$ cat src/rtl/psr_pkg.sv
// Shared types for the parametrised shift register: operation encodings,
// sequencer states and the shift-mode classifier.
package psr_pkg;

    typedef enum logic [2:0] {
        MODE_HOLD = 3'b000,
        MODE_LOAD = 3'b001,
        MODE_SHR  = 3'b010,
        MODE_SHL  = 3'b011,
        MODE_ROR  = 3'b100,
        MODE_ROL  = 3'b101,
        MODE_ASR  = 3'b110,
        MODE_CLR  = 3'b111
    } mode_e;

    typedef enum logic [1:0] {
        ST_IDLE = 2'b00,
        ST_RUN  = 2'b01,
        ST_DONE = 2'b10
    } seq_state_e;

    function automatic logic is_shift_mode(input mode_e m);
        return (m == MODE_SHR) || (m == MODE_SHL) || (m == MODE_ROR) ||
               (m == MODE_ROL) || (m == MODE_ASR);
    endfunction

endpackage

$ cat src/rtl/psr_next_value.sv
// Combinational next-value datapath shared by direct and sequenced operation.
module psr_next_value
    import psr_pkg::*;
#(
    parameter int WIDTH = 8
) (
    input  logic [WIDTH-1:0] q_cur,
    input  mode_e            mode,
    input  logic [WIDTH-1:0] d,
    input  logic             shr_in,
    input  logic             shl_in,
    output logic [WIDTH-1:0] q_next
);

    always_comb begin
        q_next = q_cur;
        case (mode)
            MODE_HOLD: q_next = q_cur;
            MODE_LOAD: q_next = d;
            MODE_SHR:  q_next = {shr_in, q_cur[WIDTH-1:1]};
            MODE_SHL:  q_next = {q_cur[WIDTH-2:0], shl_in};
            MODE_ROR:  q_next = {q_cur[0], q_cur[WIDTH-1:1]};
            MODE_ROL:  q_next = {q_cur[WIDTH-2:0], q_cur[WIDTH-1]};
            MODE_ASR:  q_next = {q_cur[WIDTH-1], q_cur[WIDTH-1:1]};
            MODE_CLR:  q_next = '0;
            default:   q_next = q_cur;
        endcase
    end

endmodule

$ cat src/rtl/param_shift_register.sv
// Universal WIDTH-bit shift register with a multi-step shift sequencer
// (IDLE -> RUN -> DONE) and busy/done handshake.
module param_shift_register
    import psr_pkg::*;
#(
    parameter int WIDTH = 8,
    parameter int CNT_W = $clog2(WIDTH + 1)
) (
    input  logic             clk,
    input  logic             reset,
    input  logic             en,
    input  logic [2:0]       mode,
    input  logic [WIDTH-1:0] d,
    input  logic             shr_in,
    input  logic             shl_in,
    input  logic             start,
    input  logic [CNT_W-1:0] count,
    output logic [WIDTH-1:0] q,
    output logic             sout_r,
    output logic             sout_l,
    output logic             busy,
    output logic             done
);

    logic [WIDTH-1:0] q_q, q_d;
    logic [CNT_W-1:0] rem_q, rem_d;
    seq_state_e       state_q, state_d;
    mode_e            seq_mode_q, seq_mode_d;
    mode_e            mode_in, op_mode;
    logic [WIDTH-1:0] q_next;

    assign mode_in = mode_e'(mode);
    // While running, the latched mode drives the datapath and live mode is ignored.
    assign op_mode = (state_q == ST_RUN) ? seq_mode_q : mode_in;

    psr_next_value #(.WIDTH(WIDTH)) u_next (
        .q_cur  (q_q),
        .mode   (op_mode),
        .d      (d),
        .shr_in (shr_in),
        .shl_in (shl_in),
        .q_next (q_next)
    );

    always_comb begin
        q_d        = q_q;
        rem_d      = rem_q;
        state_d    = state_q;
        seq_mode_d = seq_mode_q;
        case (state_q)
            ST_IDLE: begin
                if (en) begin
                    if (start && is_shift_mode(mode_in)) begin
                        if (count == '0) begin
                            state_d = ST_DONE;
                        end else begin
                            seq_mode_d = mode_in;
                            rem_d      = count;
                            state_d    = ST_RUN;
                        end
                    end else begin
                        q_d = q_next;
                    end
                end
            end
            ST_RUN: begin
                if (en) begin
                    q_d   = q_next;
                    rem_d = rem_q - CNT_W'(1);
                    if (rem_q == CNT_W'(1)) begin
                        state_d = ST_DONE;
                    end
                end
            end
            ST_DONE: state_d = ST_IDLE;
            default: state_d = ST_IDLE;
        endcase
    end

    always_ff @(posedge clk) begin
        if (reset) begin
            q_q        <= '0;
            rem_q      <= '0;
            state_q    <= ST_IDLE;
            seq_mode_q <= MODE_HOLD;
        end else begin
            q_q        <= q_d;
            rem_q      <= rem_d;
            state_q    <= state_d;
            seq_mode_q <= seq_mode_d;
        end
    end

    assign q      = q_q;
    assign sout_r = q_q[0];
    assign sout_l = q_q[WIDTH-1];
    assign busy   = (state_q == ST_RUN);
    assign done   = (state_q == ST_DONE);

endmodule

$ cat config.mk
export PLATFORM = sky130hd
export DESIGN_NAME = param_shift_register
export DESIGN_NICKNAME = d
export VERILOG_FILES = /design/src/rtl/psr_pkg.sv /design/src/rtl/psr_next_value.sv /design/src/rtl/param_shift_register.sv
export SDC_FILE = /design/constraint.sdc
export NUM_CORES = 1
export LEC_CHECK = 0
export CELL_PAD_IN_SITES_DETAIL_PLACEMENT = 0
export CELL_PAD_IN_SITES_GLOBAL_PLACEMENT = 1
export CORE_MARGIN = 4
export CORE_UTILIZATION = 37
export DETAILED_ROUTE_END_ITERATION = 12
export PLACE_DENSITY_LB_ADDON = 0.1
export REMOVE_ABC_BUFFERS = 1
export SYNTH_ARGS = -nofsm -noshare
export SYNTH_HDL_FRONTEND = slang
export SYNTH_HIERARCHICAL = 1
export SYNTH_SLANG_ARGS = --single-unit
$ cat constraint.sdc
create_clock -name clk -period 3.05 [get_ports clk]
set_input_delay 0.4575 -clock clk [delete_from_list [all_inputs] [get_ports clk]]
set_output_delay 0.4575 -clock clk [all_outputs]
set_load 0.1 [all_outputs]
* Word level (Yosys, flattened, before mapping)
Cells that the tools add are included.
Operators by class: bitwise gates (word level) 1, muxes and demuxes 17, add/sub/neg operators 1, equality and inequality tests 21, reduce and logical (&&, ||, !) cells 13
Operators with widths (number):
- $pmux W8 S8 | 1
- $mux W8 | 3
- $eq A3 B3 Y1 const B | 7
- $mux W4 | 4
- $pmux W8 S2 | 1
- $eq A3 B2 Y1 const B | 4
- $reduce_and A4 Y1 | 3
- $mux W2 | 5
- $ne A2 B2 Y1 const B | 5
- $pmux W4 S2 | 1
- $reduce_and A5 Y1 | 1
- $eq A4 B1 Y1 const B | 1
- $logic_not A4 Y1 | 1
- $logic_or A1 B1 Y1 | 4
- $pmux W2 S2 | 1
- $sub A4 B1 Y4 const B | 1
- $eq A3 B1 Y1 const B | 1
- $logic_not A3 Y1 | 1
- $mux W3 | 1
- $eq A2 B1 Y1 const B | 1
- $eq A2 B2 Y1 const B | 1
- $logic_not A2 Y1 | 1
- $ne A2 B1 Y1 const B | 1
- $reduce_bool A2 Y1 | 1
- other kinds (2) | 2
Word-level totals: output and inout port bits 12, register bits 17

* Longest topological paths before layout
Gate-level depths: netlist (run 1).
depth after elaboration 9, gate-level depth with buffers 11, gate-level depth less buffers 7

* Cells and area by module
The synthesis (run 1) kept the hierarchy.
By module, submodules not included:
- param_shift_register | cells an instance 96, instances 1, area an instance 905.9 um^2, seq. area each 340.3 um^2
- psr_next_value | cells an instance 51, instances 1, area an instance 312.8 um^2, seq. area each 0.0 um^2

* Worst setup path after synthesis (run 1)
No wires, ideal clock.
path kind register to output, start register state_q[0], end output port done, slack 816 ps, arrival 1776 ps, path buffers 1, stages on the path, launching flop included 3, required time 2592 ps, cell sequence dfxtp_1 -> buf_4 -> nor2b_1
Between the ends: longest elaborated chain between the ends 1
Ends and longest elaborated chain:
- from (decl) | RTL line param_shift_register.sv:27 | seq_state_e state_q, state_d;
- from (signal assigned) | RTL line param_shift_register.sv:89 | state_q <= state_d;
- $eq A2 B2 Y1 | RTL line param_shift_register.sv:98 | assign done = (state_q == ST_DONE);
- to (decl) | RTL line param_shift_register.sv:22 | output logic done
Every way passes these cells.

* Worst setup path in the final report (run 1)
start register state_q[0], end register q_q[7] (netlist: q[7])
Between the ends: longest elaborated chain between the ends 7, elaborated cells between the ends (all ways) 21, classes of those cells eq/ne: 11; mux: 6; reduce/logical: 4
Ends and longest elaborated chain:
- $eq A2 B1 Y1 (*) | RTL line param_shift_register.sv:34 | assign op_mode = (state_q == ST_RUN) ? seq_mode_q : mode_in;
- $mux W3 (*) | RTL line param_shift_register.sv:34
- named net op_mode[0] | RTL line param_shift_register.sv:29 | mode_e mode_in, op_mode;
- $eq A3 B3 Y1, or another cell as far along | RTL line psr_next_value.sv:17 | case (mode)
- $pmux W8 S8 (*) | RTL line psr_next_value.sv:17
- $mux W8 | RTL line param_shift_register.sv:53 | if (start && is_shift_mode(mode_in)) begin
- $mux W8 | RTL line param_shift_register.sv:52 | if (en) begin
- $pmux W8 S2 (*) | RTL line param_shift_register.sv:50 | case (state_q)
- named net q_d[7] | RTL line param_shift_register.sv:25 | logic [WIDTH-1:0] q_q, q_d;
- to (signal assigned) | RTL line param_shift_register.sv:87 | q_q <= q_d;
- to (decl) | RTL line param_shift_register.sv:25
The timed path passes the listed nets; every way through them passes the cells marked *. The select of a mux whose other input is x is not followed. A chain may end at the register's enable or synchronous reset.

==> metrics.md, run 1 <==
| Metric | Value |
|---|---|
| Data arrival time of the critical path | 2620 ps |
| Die area | 4280 um2 |
| Initial antenna violation count | 0 |
| GRT Util Overall | 0.158 |
| Clock network latency to the later pin of the worst-skew pair | 300 ps |
| Data required time of the worst path | 3250 ps |
| Total number of yosys warnings | 6 |
| Total negative slack for setup checks | 0 ps |
| Placer congestion estimate | 0.816 |
| Placement row count | 20 |
| Number of DRC markers in iteration 0 | 71 |
| Async set-or-reset flop fraction in the synthesized netlist | 0 |
| Outcome | complete, no violations |
| Slew HR | 0.643 |
| Launching element type of the critical path | flip-flop |
| CTS-repair resized insts | 0 |
| Commonest register cell after synthesis | dfxtp_1 |
| Number of hold buffers added after CTS | 0 |
| Final hold violations | 0 |
| Number of enable-type register cells in the synthesized netlist | 0 |
| Clock period minus worst slack | 2420 ps |
| Via count | 1197 |
| Vias in the first global route | 1111 |
| Chain of cells forming the critical path | nand2b_1 -> mux2_2 -> inv_1 -> a2111oi_0 -> a211oi_1 -> mux2i_1 -> nor2_1 |
| Power per unit of standard cell area | 410 nW/um2 |
| Combined area of all synthesized cells | 1220 um2 |
| Area added between synthesis and finish | 25.2% |
| Max Clock Freq | 0.413 GHz |
| Maximum number of pins on one net before global-route repair | 14 |
| ANT nets after route | 0 |
| Worst Setup End Kind | flip-flop |
| Ports placed on the boundary | 33 |
| Share of post-route cells with drive strength above 1 | 0.202 |
| Average cell area after synthesis | 8.29 um2 |
| Category of the most critical setup path | flip-flop to flip-flop |
| Number of sinks driven by the clock tree | 17 |
| Count of input and output buffers | 32 |
| Ant. Diodes | 0 |
| R2r setup slk | 630 ps |
| Initial cell density of the core | 0.393 |
| Flop and latch count out of synthesis | 17 |
| Unrepaired setup endpoints after global routing | no |
| Die boundary width | 65.4 um |
| Area inside the core boundary | 3100 um2 |
| Max_cap viols | 0 |
| Clk slew on worst S/H paths | 100 ps |
| Post-layout total power | 0.000625 W |
| Worst-path cell with the longest stage delay | dfxtp_1 |
| First-pass GRT wire length | 5270 um |
| Worst ir drop on vdd | 0.195 mV |
| Share of synthesized area occupied by flip-flops and latches | 0.279 |
| Biggest cell delay along the critical path | 550 ps |
| Count of pins over their slew limit | 0 |
| Worst hold-check path type | flip-flop to flip-flop |
| Synth cell types | 43 |
| CTS tree | yes |
| Post-Syn Instances | 147 |
| Remaining routing DRC violations | 0 |
| Routed wire per std cell | 14.4 um |
| Slew at the pin closest to its max-slew limit | 522 ps |
| Number of buffers added for setup after CTS | 0 |
| Maximum clock skew at final layout | 13.1 ps |
| DIE HEIGHT | 65.4 um |
| Routed Wire Length | 3120 um |
| H-tree level count | 1 |
| Leakage power | 0.592 nW |
| Grt ovf | 0 |
| Final setup vio count | 0 |
| Detailed-routing iteration count for the pre-antenna-repair pass | 4 |
| Maximum fanout along the worst path | 13 |
| Post-DP HPWL | 2360 um |
| Period Utilization, post-route | 0.793 |
| Number of CTS-inserted buffers | 3 |
| Average vias per placed instance | 5.52 |
| Post-layout net count | 197 |
| Clk buf depth | 2 |
| Root Buffer Master | clkbuf_4 |
-- stage by stage --
step	setup WS, ps	instances	hold slack (ps)	instance area [um2]	util
2_1_floorplan	549	136	440	1140	-
3_3_place_gp	734	213	481	1500	0.483
3_5_place_dp	700	213	479	1500	0.483
4_1_cts	687	217	497	1530	0.492
5_1_grt	423	217	537	1530	0.492
6_report	632	217	505	1530	0.492
-- per-layer routing --
layer  part of all wire  GRT usage  up-vias
met5                  0          0        -
met1               0.49      0.212      557
met2               0.44      0.247       47
li1                   -          -      587
met4              0.012     0.0337        0
met3              0.066     0.0496        6
-- Yosys cell counts (2+ instances only) --
library cell	instances	share of area
o32ai_1	2	0.014
o21ai_0	9	0.037
nand2_1	6	0.018
inv_1	6	0.018
mux2_2	4	0.037
nand2b_1	3	0.015
mux2i_1	10	0.082
buf_2	2	0.0082
a21oi_1	9	0.037
clkbuf_1	3	0.0092
nor2b_1	3	0.015
buf_4	4	0.025
nor3b_1	3	0.018
dfxtp_1	17	0.28
nor2_1	18	0.055
nand2b_2	2	0.014
nand3_1	11	0.045
a31oi_1	5	0.026
ha_1	2	0.021
or2_2	2	0.010
buf_6	2	0.018
a2111oi_0	3	0.022
-- final cells by class --
cell class | instances | area, um2
repair buffers | 33 | 298
inverters | 6 | 22.5
fillers | 336 | 1580
flip-flops and latches | 17 | 340
well taps | 44 | 55.1
clock inverters | 1 | 5.00
clock buffers | 3 | 22.5
multi-input cells | 113 | 782
-- cells in the final DEF, fill, tap and decap left out, drive strengths merged, types with 2 or more instances in the layout --
master	count
mux2	5
ha	2
a21oi	9
or4	2
clkbuf	3
nand2b	5
o32ai	3
inv	6
or2	2
nor3b	3
nand3	11
dfxtp	17
a31oi	6
o21ai	9
clkdlybuf4s50	20
nand2	6
mux2i	10
nor2	19
nor2b	3
a2111oi	3
buf	13
-- critical path: cells and delay by family (launching register included) --
kind | cells | cell delay, ps
AO/OA/AOI/OAI | 2 | 560
buffers and inverters | 1 | 230
flip-flops | 1 | 550
multiplexers | 2 | 620
AND/OR/NAND/NOR | 2 | 360
-- report_power, final --
part	internal (W)	switching (W)
Sequential	0.000235	0.0000157
Combinational	0.0000882	0.000156
Clock	0.0000489	0.0000806
-- registers in the layout, indices dropped and copies added (netlist names) --
register	count
q	8
rem_q	4
seq_mode_q	3
state_q	2
-- cell families (layout without fill, tap and decap cells) --
group / after synthesis / after routing / synth area share
and+or+nand+nor: 56 / 56 / 0.239
AOI/OAI and AO/OA: 39 / 39 / 0.237
DFF: 17 / 17 / 0.279
buffers and inverters: 17 / 43 / 0.0791
muxes: 15 / 15 / 0.131
adders and majority gates: 2 / 2 / 0.0205
xor gates and xnor gates: 1 / 1 / 0.0134
-- path summary, 6_finish.rpt --
| kind | start | endpoint | cells past startpoint |
|---|---|---|---|
| max | state_q[0] | q[7] | 7 |
| min | seq_mode_q[2] | seq_mode_q[2] | 2 |
| max reg2reg | state_q[0] | q[7] | 7 |
| min reg2reg | seq_mode_q[2] | seq_mode_q[2] | 2 |
Power figures use the tool's default switching activity.
==> run 2: changes to the inputs <==
Settings changed: CORE_UTILIZATION 37 to 31.
Clock period 3.05 ns to 2 ns, I/O delays scaled along.
==> metrics.md, run 2 (synthesis gave the netlist of run 1 again) <==
| Metric | Value |
|---|---|
| Filler cell count | 387 (was 336) |
| Worst Reg2Reg Path Length in Cells | 7 (unchanged) |
| Number of sinks driven by the clock tree | 17 (unchanged) |
| Total negative slack for setup checks | 0 ps (unchanged) |
| Via count | 1243 (was 1197) |
| Max_cap viols | 0 (unchanged) |
| Slew HR | 0.742 (was 0.643) |
| Ports placed on the boundary | 33 (unchanged) |
| Period Utilization, post-route | 0.959 (was 0.793) |
| Power per unit of standard cell area | 622 nW/um2 (was 410 nW/um2) |
| Data arrival time of the critical path | 2070 ps (was 2620 ps) |
| Max Clock Freq | 0.521 GHz (was 0.413 GHz) |
| Maximum fanout along the worst path | 6 (was 13) |
| Unrepaired setup endpoints after global routing | no (unchanged) |
| Worst-path cell with the longest stage delay | mux2_2 (was dfxtp_1) |
| Most common cell after layout, fill and taps aside | buf_4 (was clkdlybuf4s50_1) |
| Count of input and output buffers | 32 (unchanged) |
| Average vias per placed instance | 5.29 (was 5.52) |
| Maximum clock skew at final layout | 3.51 ps (was 13.1 ps) |
| Clk slew on worst S/H paths | 70 ps (was 100 ps) |
| Largest register FFs | 8 (unchanged) |
| First-pass GRT wire length | 5660 um (was 5270 um) |
| Placer congestion estimate | 0.821 (was 0.816) |
| Ant. Diodes | 0 (unchanged) |
| Routed wire per std cell | 14.3 um (was 14.4 um) |
| Hold WS | 484 ps (was 505 ps) |
| Clk buf depth | 2 (unchanged) |
| GRT Util Overall | 0.139 (was 0.158) |
| Chain of cells forming the critical path | nand2b_2 -> mux2_2 -> mux2_4 -> a221oi_2 -> a21oi_1 -> mux2i_1 -> nor2_1 (was nand2b_1 -> mux2_2 -> inv_1 -> a2111oi_0 -> a211oi_1 -> mux2i_1 -> nor2_1) |
| CTS tree | yes (unchanged) |
| Worst ir drop on vdd | 0.269 mV (was 0.195 mV) |
| Worst Setup End Kind | flip-flop (unchanged) |
| Final hold violations | 0 (unchanged) |
| Biggest cell delay along the critical path | 420 ps (was 550 ps) |
| Maximum number of pins on one net before global-route repair | 13 (was 14) |
| Category of the most critical setup path | flip-flop to flip-flop (unchanged) |
| Smallest setup slack after layout | 81.0 ps (was 632 ps) |
| Root Buffer Master | clkbuf_8 (was clkbuf_4) |
| Commonest non-fill, non-tap cells in the layout | 25 x buf_4, 20 x clkdlybuf4s50_1, 18 x nor2_1 (was 20 x clkdlybuf4s50_1, 18 x nor2_1, 17 x dfxtp_1) |
| Source of the critical timing path | state_q[1] (was state_q[0]) |
| Clock network latency to the later pin of the worst-skew pair | 250 ps (was 300 ps) |
| Post-layout net count | 211 (was 197) |
| Post-DP HPWL | 2600 um (was 2360 um) |
| R2r endpoint | q[0] (was q[7]) |
| Worst slack, placed | -89.0 ps (was 700 ps) |
| ANT nets after route | 0 (unchanged) |
| Final setup vio count | 0 (unchanged) |
| Slew at the pin closest to its max-slew limit | 377 ps (was 522 ps) |
| Initial antenna violation count | 0 (unchanged) |
| Data required time of the worst path | 2150 ps (was 3250 ps) |
| Die boundary width | 70.7 um (was 65.4 um) |
| Placement row count | 22 (was 20) |
| Number of buffers added for setup after CTS | 0 (unchanged) |
| Launching element type of the critical path | flip-flop (unchanged) |
| Detailed-routing iteration count for the pre-antenna-repair pass | 4 (unchanged) |
| Remaining routing DRC violations | 0 (unchanged) |
| Worst setup endpoint | q[0] (was q[7]) |
| Number of CTS-inserted buffers | 3 (unchanged) |
| Area inside the core boundary | 3740 um2 (was 3100 um2) |
| Area added between synthesis and finish | 39.4% (was 25.2%) |
| Vias in the first global route | 1184 (was 1111) |
| Number of DRC markers in iteration 0 | 45 (was 71) |
| Startpoint of the most critical register-to-register path | state_q[1] (was state_q[0]) |
| Leakage power | 0.675 nW (was 0.592 nW) |
| R2r setup slk | 80 ps (was 630 ps) |
| H-tree level count | 1 (unchanged) |
| Routed Wire Length | 3350 um (was 3120 um) |
| Grt ovf | 0 (unchanged) |
| Outcome | complete, no violations (unchanged) |
| DIE HEIGHT | 70.7 um (was 65.4 um) |
| Count of pins over their slew limit | 0 (unchanged) |
| Worst hold-check path type | flip-flop to flip-flop (unchanged) |
| Die area | 5000 um2 (was 4280 um2) |
| Number of hold buffers added after CTS | 0 (unchanged) |
| Share of post-route cells with drive strength above 1 | 0.267 (was 0.202) |
| Initial cell density of the core | 0.326 (was 0.393) |
| Clock period minus worst slack | 1920 ps (was 2420 ps) |
[run 2: per-stage QoR]
stage          power [W]  utilization  instances  area, um2
5_1_grt          0.00111        0.454        235       1700
6_report         0.00106        0.454        235       1700
3_5_place_dp    0.000797        0.436        231       1630
3_3_place_gp    0.000794        0.436        231       1630
4_1_cts          0.00106        0.449        235       1680
2_1_floorplan   0.000648            -        136       1140
[run 2: final cells by class]
type / count / area (um2) / area share
flip-flops and latches: 17 / 340 / 0.200
inverters: 6 / 22.5 / 0.0133
repair buffers: 47 / 428 / 0.252
clock buffers: 4 / 45.0 / 0.0265
well taps: 48 / 60.1 / 0.0353
multi-input cells: 113 / 803 / 0.473
[run 2: critical path, delay by kind of cell, from the launching register on]
| family | cells | cell delay (ps) |
|---|---|---|
| and+or+nand+nor | 2 | 260 |
| muxes | 3 | 870 |
| AOI/OAI and AO/OA | 2 | 370 |
| DFF | 1 | 330 |
[run 2: where the power goes]
group	switching (W)	total, W	internal [W]	leakage, nW
combinational	0.000254	0.000418	0.000164	0.514
clock	0.000119	0.000260	0.000141	0.0228
sequential	0.0000205	0.000379	0.000359	0.138
[run 2: timing repair]
item	in CTS	in global routing
endpoints found under the setup margin	1	4
endpoints found under the hold margin	0	0
pin swaps	0	0
resized for setup	1	3
[run 2: layer usage]
layer	vias to the layer above	GRT usage	wire (um)
li1	613	-	-
met1	590	0.174	1510
met2	35	0.236	1630
met3	5	0.0213	158
met4	0	0.0564	56
met5	-	0	0
[run 2: how the worst min path moves through the flow]
stage	start	to	slack [ps]	depth (start not counted)
2_1_floorplan	reset	seq_mode_q[0]	370	1
3_3_place_gp	seq_mode_q[2]	seq_mode_q[2]	460	2
3_5_place_dp	seq_mode_q[2]	seq_mode_q[2]	470	2
4_1_cts	seq_mode_q[2]	seq_mode_q[2]	480	2
5_1_grt	seq_mode_q[2]	seq_mode_q[2]	500	2
6_report	seq_mode_q[1]	seq_mode_q[1]	480	2
